--- src/rtl/imem_pkg.sv ---
// Shared types and constants for the instruction-memory arbiter.
package imem_pkg;

  typedef enum logic [1:0] {
    IDLE   = 2'd0,
    RSP_F  = 2'd1,
    RSP_L  = 2'd2,
    RSP_FL = 2'd3
  } arb_state_e;

  typedef enum logic {
    PORT_FETCH = 1'b0,
    PORT_LOAD  = 1'b1
  } port_e;

  // RV32I "addi x0, x0, 0", returned as data for rejected accesses.
  localparam logic [31:0] NOP = 32'h0000_0013;

  function automatic arb_state_e state_of(input logic f_pend, input logic l_pend);
    case ({f_pend, l_pend})
      2'b10:   return RSP_F;
      2'b01:   return RSP_L;
      2'b11:   return RSP_FL;
      default: return IDLE;
    endcase
  endfunction

endpackage

--- src/rtl/imem_rsp_slot.sv ---
// One-entry response holding register for a single requester port.
// Read data is forwarded from the memory in the first response cycle, then captured.
module imem_rsp_slot (
  input  logic        clk,
  input  logic        rst_n,
  input  logic        accept,
  input  logic        acc_rd,
  input  logic [31:0] acc_data,
  input  logic        acc_err,
  input  logic [31:0] mem_rdata,
  input  logic        rsp_ready,
  output logic        rsp_valid,
  output logic [31:0] rsp_data,
  output logic        rsp_err,
  output logic        avail
);

  logic        valid_q;
  logic        pass_q;
  logic [31:0] data_q;
  logic        err_q;

  // A new request may land when empty or when the held response leaves this cycle.
  assign avail     = !valid_q || rsp_ready;
  assign rsp_valid = valid_q;
  assign rsp_data  = pass_q ? mem_rdata : data_q;
  assign rsp_err   = err_q;

  always_ff @(posedge clk or negedge rst_n) begin
    if (!rst_n) begin
      valid_q <= 1'b0;
      pass_q  <= 1'b0;
      data_q  <= 32'h0;
      err_q   <= 1'b0;
    end else if (accept) begin
      valid_q <= 1'b1;
      pass_q  <= acc_rd;
      data_q  <= acc_data;
      err_q   <= acc_err;
    end else if (valid_q && rsp_ready) begin
      valid_q <= 1'b0;
      pass_q  <= 1'b0;
      data_q  <= 32'h0;
      err_q   <= 1'b0;
    end else if (pass_q) begin
      // Memory output may change next cycle; freeze it while stalled.
      data_q <= mem_rdata;
      pass_q <= 1'b0;
    end
  end

endmodule

--- src/rtl/imem_arbiter.sv ---
// Round-robin arbiter sharing one single-port instruction memory between core fetch and loader.
// Optional address checking is compiled in with IMEM_ARB_ADDR_CHK_EN.
module imem_arbiter
  import imem_pkg::*;
#(
  parameter int MEM_WORDS = 1024,
  parameter int AW        = $clog2(MEM_WORDS)
) (
  input  logic          clk,
  input  logic          rst_n,
  input  logic          boot_hold,
  input  logic          fetch_req_valid,
  output logic          fetch_req_ready,
  input  logic [31:0]   fetch_addr,
  output logic          fetch_rsp_valid,
  input  logic          fetch_rsp_ready,
  output logic [31:0]   fetch_rsp_data,
  output logic          fetch_rsp_err,
  input  logic          load_req_valid,
  output logic          load_req_ready,
  input  logic          load_we,
  input  logic [31:0]   load_addr,
  input  logic [31:0]   load_wdata,
  output logic          load_rsp_valid,
  input  logic          load_rsp_ready,
  output logic [31:0]   load_rsp_data,
  output logic          load_rsp_err,
  output logic          mem_en,
  output logic          mem_we,
  output logic [AW-1:0] mem_addr,
  output logic [31:0]   mem_wdata,
  input  logic [31:0]   mem_rdata,
  output arb_state_e    dbg_state
);

  // Handshake: a request transfers on a rising edge where valid && ready;
  // ready may depend on the other port's valid, never on its own.

  arb_state_e state_q;
  port_e      last_q;
  logic       f_avail, l_avail;
  logic       f_can, l_can, f_want, l_want;
  logic       f_hs, l_hs;
  logic       f_bad, l_bad;

`ifdef IMEM_ARB_ADDR_CHK_EN
  assign f_bad = (fetch_addr[1:0] != 2'b00) || ({2'b00, fetch_addr[31:2]} >= 32'(MEM_WORDS));
  assign l_bad = (load_addr[1:0] != 2'b00)  || ({2'b00, load_addr[31:2]}  >= 32'(MEM_WORDS));
`else
  logic unused_addr_bits;
  assign unused_addr_bits = ^{fetch_addr[31:AW+2], fetch_addr[1:0],
                              load_addr[31:AW+2], load_addr[1:0]};
  assign f_bad = 1'b0;
  assign l_bad = 1'b0;
`endif

  assign f_can  = rst_n && !boot_hold && f_avail;
  assign l_can  = rst_n && l_avail;
  assign f_want = f_can && fetch_req_valid;
  assign l_want = l_can && load_req_valid;

  // On contention the port that lost the previous grant wins.
  assign fetch_req_ready = f_can && (!l_want || (last_q == PORT_LOAD));
  assign load_req_ready  = l_can && (!f_want || (last_q == PORT_FETCH));

  assign f_hs = fetch_req_valid && fetch_req_ready;
  assign l_hs = load_req_valid && load_req_ready;

  assign mem_en    = (f_hs && !f_bad) || (l_hs && !l_bad);
  assign mem_we    = l_hs && !l_bad && load_we;
  assign mem_addr  = l_hs ? load_addr[AW+1:2] : fetch_addr[AW+1:2];
  assign mem_wdata = load_wdata;
  assign dbg_state = state_q;

  imem_rsp_slot u_fetch_slot (
    .clk       (clk),
    .rst_n     (rst_n),
    .accept    (f_hs),
    .acc_rd    (!f_bad),
    .acc_data  (f_bad ? NOP : 32'h0),
    .acc_err   (f_bad),
    .mem_rdata (mem_rdata),
    .rsp_ready (fetch_rsp_ready),
    .rsp_valid (fetch_rsp_valid),
    .rsp_data  (fetch_rsp_data),
    .rsp_err   (fetch_rsp_err),
    .avail     (f_avail)
  );

  imem_rsp_slot u_load_slot (
    .clk       (clk),
    .rst_n     (rst_n),
    .accept    (l_hs),
    .acc_rd    (!l_bad && !load_we),
    .acc_data  (l_bad ? NOP : 32'h0),
    .acc_err   (l_bad),
    .mem_rdata (mem_rdata),
    .rsp_ready (load_rsp_ready),
    .rsp_valid (load_rsp_valid),
    .rsp_data  (load_rsp_data),
    .rsp_err   (load_rsp_err),
    .avail     (l_avail)
  );

  always_ff @(posedge clk or negedge rst_n) begin
    if (!rst_n) begin
      state_q <= IDLE;
      last_q  <= PORT_LOAD;
    end else begin
      case (state_q)
        IDLE:    state_q <= state_of(f_hs, l_hs);
        RSP_F:   state_q <= state_of(f_hs || !fetch_rsp_ready, l_hs);
        RSP_L:   state_q <= state_of(f_hs, l_hs || !load_rsp_ready);
        RSP_FL:  state_q <= state_of(f_hs || !fetch_rsp_ready, l_hs || !load_rsp_ready);
        default: state_q <= IDLE;
      endcase
      if (f_hs)      last_q <= PORT_FETCH;
      else if (l_hs) last_q <= PORT_LOAD;
    end
  end

endmodule

--- config.mk ---
export PLATFORM = sky130hd
export DESIGN_NAME = imem_arbiter
export DESIGN_NICKNAME = d
export VERILOG_FILES = /design/src/rtl/imem_pkg.sv /design/src/rtl/imem_rsp_slot.sv /design/src/rtl/imem_arbiter.sv
export SDC_FILE = /design/constraint.sdc
export NUM_CORES = 1
export LEC_CHECK = 0
export BUFFER_PORTS_ARGS = -buffer_cell sky130_fd_sc_hd__buf_2
export CORE_AREA = 2 2 99 101
export DETAILED_ROUTE_END_ITERATION = 7
export DIE_AREA = 0 0 101 103
export PLACE_DENSITY = 0.78
export SLEW_MARGIN = 20
export SYNTH_ARGS = -nofsm -noshare
export SYNTH_HDL_FRONTEND = slang
export SYNTH_SLANG_ARGS = --single-unit
--- constraint.sdc ---
create_clock -name clk -period 2.8 [get_ports clk]
set_input_delay 0.56 -clock clk [delete_from_list [all_inputs] [get_ports clk]]
set_output_delay 0.56 -clock clk [all_outputs]
set_load 0.1 [all_outputs]
==> impl_metrics.json <==
{
  "worstSetupEndpointType": "output pin",
  "synth-xor-area-share_pct": 0,
  "p_leak_uw": 0.00274,
  "initial_core_util_pct": 41.4,
  "synth_enable_flop_cells": 0,
  "min_path_type": "in2async",
  "rr_startpoint": "last_q",
  "drive_gt1_share_pct": 49.1,
  "wl_mm": 11.4,
  "antenna_found_initial": 1,
  "finalHoldViolations": 0,
  "tritoncts": "built",
  "worstMarginPinSlew_ns": 0.655,
  "cts_hold_buf": 0,
  "cts.sinks": 71,
  "num_vias": 3280,
  "first_global_vias": 3407,
  "pwr-share-comb_pct": 49.4,
  "core_sq_mm": 0.00946,
  "power.switching_uw": 1960,
  "synth_mux_area_share_pct": 18.4,
  "max_freq_ghz": 0.378,
  "slew_headroom_pct": 56.2,
  "avgSynthCellArea_sq_um": 10.3,
  "place_hpwl_mm": 8.13,
  "first_iter_violations": 153,
  "synth_fa_ha_area_share_pct": 0,
  "yosys.area_share.simple_pct": 10.7,
  "cts-buffers-inserted": 9,
  "synth_compound_area_share_pct": 14.7,
  "switching_share_pct": 43.3,
  "area_growth_pct": 48.1,
  "yosysUniqueCellTypes": 34,
  "die_w_um": 101,
  "avgRoutedWirePerCell_um": 19.0,
  "fp.dieArea_sq_mm": 0.0104,
  "antenna_left": 0,
  "drc": 0,
  "layout_min_cycle_time_ns": 2.65,
  "min_period_over_period_pct": 94.5,
  "ys_async_sr_fraction_pct": 100,
  "p_per_area_mw_per_mm2": 780,
  "yosysWarningCount": 0,
  "cp-start-kind": "register",
  "fp.dieH_um": 103,
  "drv_cap": 0,
  "reg2reg_to": "u_load_slot.data_q[31]",
  "cp.arrival_ns": 2.09,
  "rrSetupSlack_ns": 0.98,
  "p_total_uw": 4530,
  "clkTransAtPathRegs_ns": 0.07,
  "ys_seq_area_share_pct": 45.4,
  "clockPowerShare_pct": 24.0,
  "cts_setup_buffers": 0,
  "syn_inst": 379,
  "clockRootBuffer": "clkbuf_8",
  "status": "finished, final reports clean",
  "ir_drop_mv": 0.330,
  "timing.hold.ws_ns": 0.0438,
  "setup-violations-final": 0,
  "synth_top_family_by_area": "multiplexers",
  "insertion_delay_ns": 0.34,
  "dr.pass1.iters": 4,
  "grt_max_degree": 52,
  "crit_type": "reg2out",
  "vias_per_cell": 5.48,
  "finalNetCount": 614,
  "synthTopCellsByArea": "dfrtp_1 (45%), mux2_2 (15%), buf_4 (6.5%), a21boi_1 (5.4%), nand2_1 (4.5%)",
  "ios": 252,
  "synth-seq-cells": 71,
  "rsz0062_at_grt": "no",
  "crit_fanout": 12,
  "skew_ns": 0.0119,
  "synth.cell_area_sq_mm": 0.00392,
  "grt_first_pass_wirelength_mm": 17.7,
  "synth_top_area_cell": "dfrtp_1",
  "finalMaxSlewViolations": 0,
  "ctsResizeCount": 0,
  "nFillCells": 743,
  "p_int_uw": 2570,
  "globalRouteOverflowTotal": 0,
  "row_count": 36,
  "cts_buffer_depth": 2,
  "synth_ff_type": "dfrtp_1",
  "synth_top_cell_area_share_pct": 44.7,
  "rr_worst_depth": 3,
  "gp_congestion": 0.828,
  "cp_data_required_time_ns": 2.24,
  "htreeDepth": 3,
  "gr-usage-all-layers_pct": 22.3,
  "power_frac_seq_pct": 26.6,
  "io_buffers": 141
}
==> layer usage <==
layer | up-vias | GRT usage (%) | wire, um
li1 | 1492 | - | -
met4 | 0 | 9.36 | 308
met2 | 134 | 38.8 | 5920
met3 | 32 | 6.58 | 812
met1 | 1622 | 25.7 | 4310
met5 | - | 0 | 0
==> registers in the layout, indices dropped and copies added (netlist names) <==
name and cells:
dbg_state 2, last_q 1, u_fetch_slot.data_q 32, u_fetch_slot.pass_q 1, u_fetch_slot.rsp_valid 1, u_load_slot.data_q 32
u_load_slot.pass_q 1, u_load_slot.rsp_valid 1
==> logic make-up after synthesis <==
group,after synthesis
simple gates,84
mux,64
flops,71
buf+inv,69
other cells,1
compound gates,90
==> placed cells by master, fill, tap and decap left out, types with 2 or more instances in the layout <==
cell type / instances
nor2_1: 2
a21oi_1: 32
dfrtp_4: 2
mux2_1: 13
a21boi_2: 3
dfrtp_1: 68
buf_2: 72
nand3_1: 8
nand3_2: 3
a21boi_1: 28
clkbuf_8: 10
inv_1: 3
mux2_2: 51
bufinv_16: 4
nand2b_1: 2
o21ai_0: 12
or4_1: 10
buf_12: 68
conb_1: 2
nand2_1: 47
o211ai_1: 10
buf_4: 13
==> worst max-delay path by stage <==
stage                      startpoint           to  slack (ns)
5_1_grt                        last_q  mem_addr[6]        0.06
2_1_floorplan  u_fetch_slot.rsp_valid  mem_addr[4]       -0.33
4_1_cts                        last_q  mem_addr[4]        0.13
3_5_place_dp                    rst_n  mem_addr[4]        0.34
3_3_place_gp                    rst_n  mem_addr[7]        0.34
6_report                       last_q  mem_addr[6]        0.15
==> power by group through the flow <==
stage          logic, uW  registers, uW  clock network, uW
6_report            2230           1200               1090
5_1_grt             2320           1220               1160
4_1_cts             2250           1200               1110
3_5_place_dp        2240           1220                  0
3_3_place_gp        2210           1220                  0
2_1_floorplan       1700           1240                  0
==> cell type report <==
class / count / area (sq um) / share of cell area (%)
Multi-Input combinational cell: 240 / 1770 / 30.5
Inverter: 3 / 11.3 / 0.194
Clock buffer: 11 / 141 / 2.44
Tap cell: 114 / 143 / 2.46
Antenna cell: 1 / 2.50 / 0.0431
Sequential cell: 71 / 1790 / 30.8
Timing Repair Buffer: 153 / 1820 / 31.4
Clock inverter: 5 / 129 / 2.22
==> cell usage after synthesis (2+ instances only) <==
| master | number |
|---|---|
| buf_2 | 9 |
| nand2_1 | 47 |
| mux2_1 | 13 |
| and2_1 | 2 |
| nor2_1 | 2 |
| clkbuf_1 | 20 |
| a21boi_2 | 3 |
| nor2b_1 | 2 |
| a21oi_1 | 32 |
| buf_6 | 3 |
| dfrtp_1 | 70 |
| buf_4 | 34 |
| o211ai_1 | 10 |
| nand3_1 | 11 |
| or4_1 | 10 |
| a21boi_1 | 28 |
| nand2b_1 | 3 |
| mux2_2 | 51 |
| o21ai_0 | 12 |
| inv_1 | 3 |
==> critical path, cell delays in order, from the launching register on <==
cell	delay [ns]
dfstp_2	0.67
inv_1	0.12
nor4_2	0.36
buf_4	0.24
o211ai_1	0.15
buf_12	0.21
==> per-stage QoR <==
step | setup WS, ns | setup TNS (ns) | std cells | cell area, sq um | util [%]
after floorplan | -0.330 | -2.84 | 380 | 3990 | -
after global placement | 0.342 | 0 | 581 | 5530 | 58.4
after detailed placement | 0.337 | 0 | 581 | 5530 | 58.4
after CTS | 0.133 | 0 | 597 | 5800 | 61.3
after global routing | 0.0592 | 0 | 597 | 5800 | 61.3
final | 0.154 | 0 | 598 | 5800 | 61.3
No activity file was read; power rests on OpenSTA's default activity.
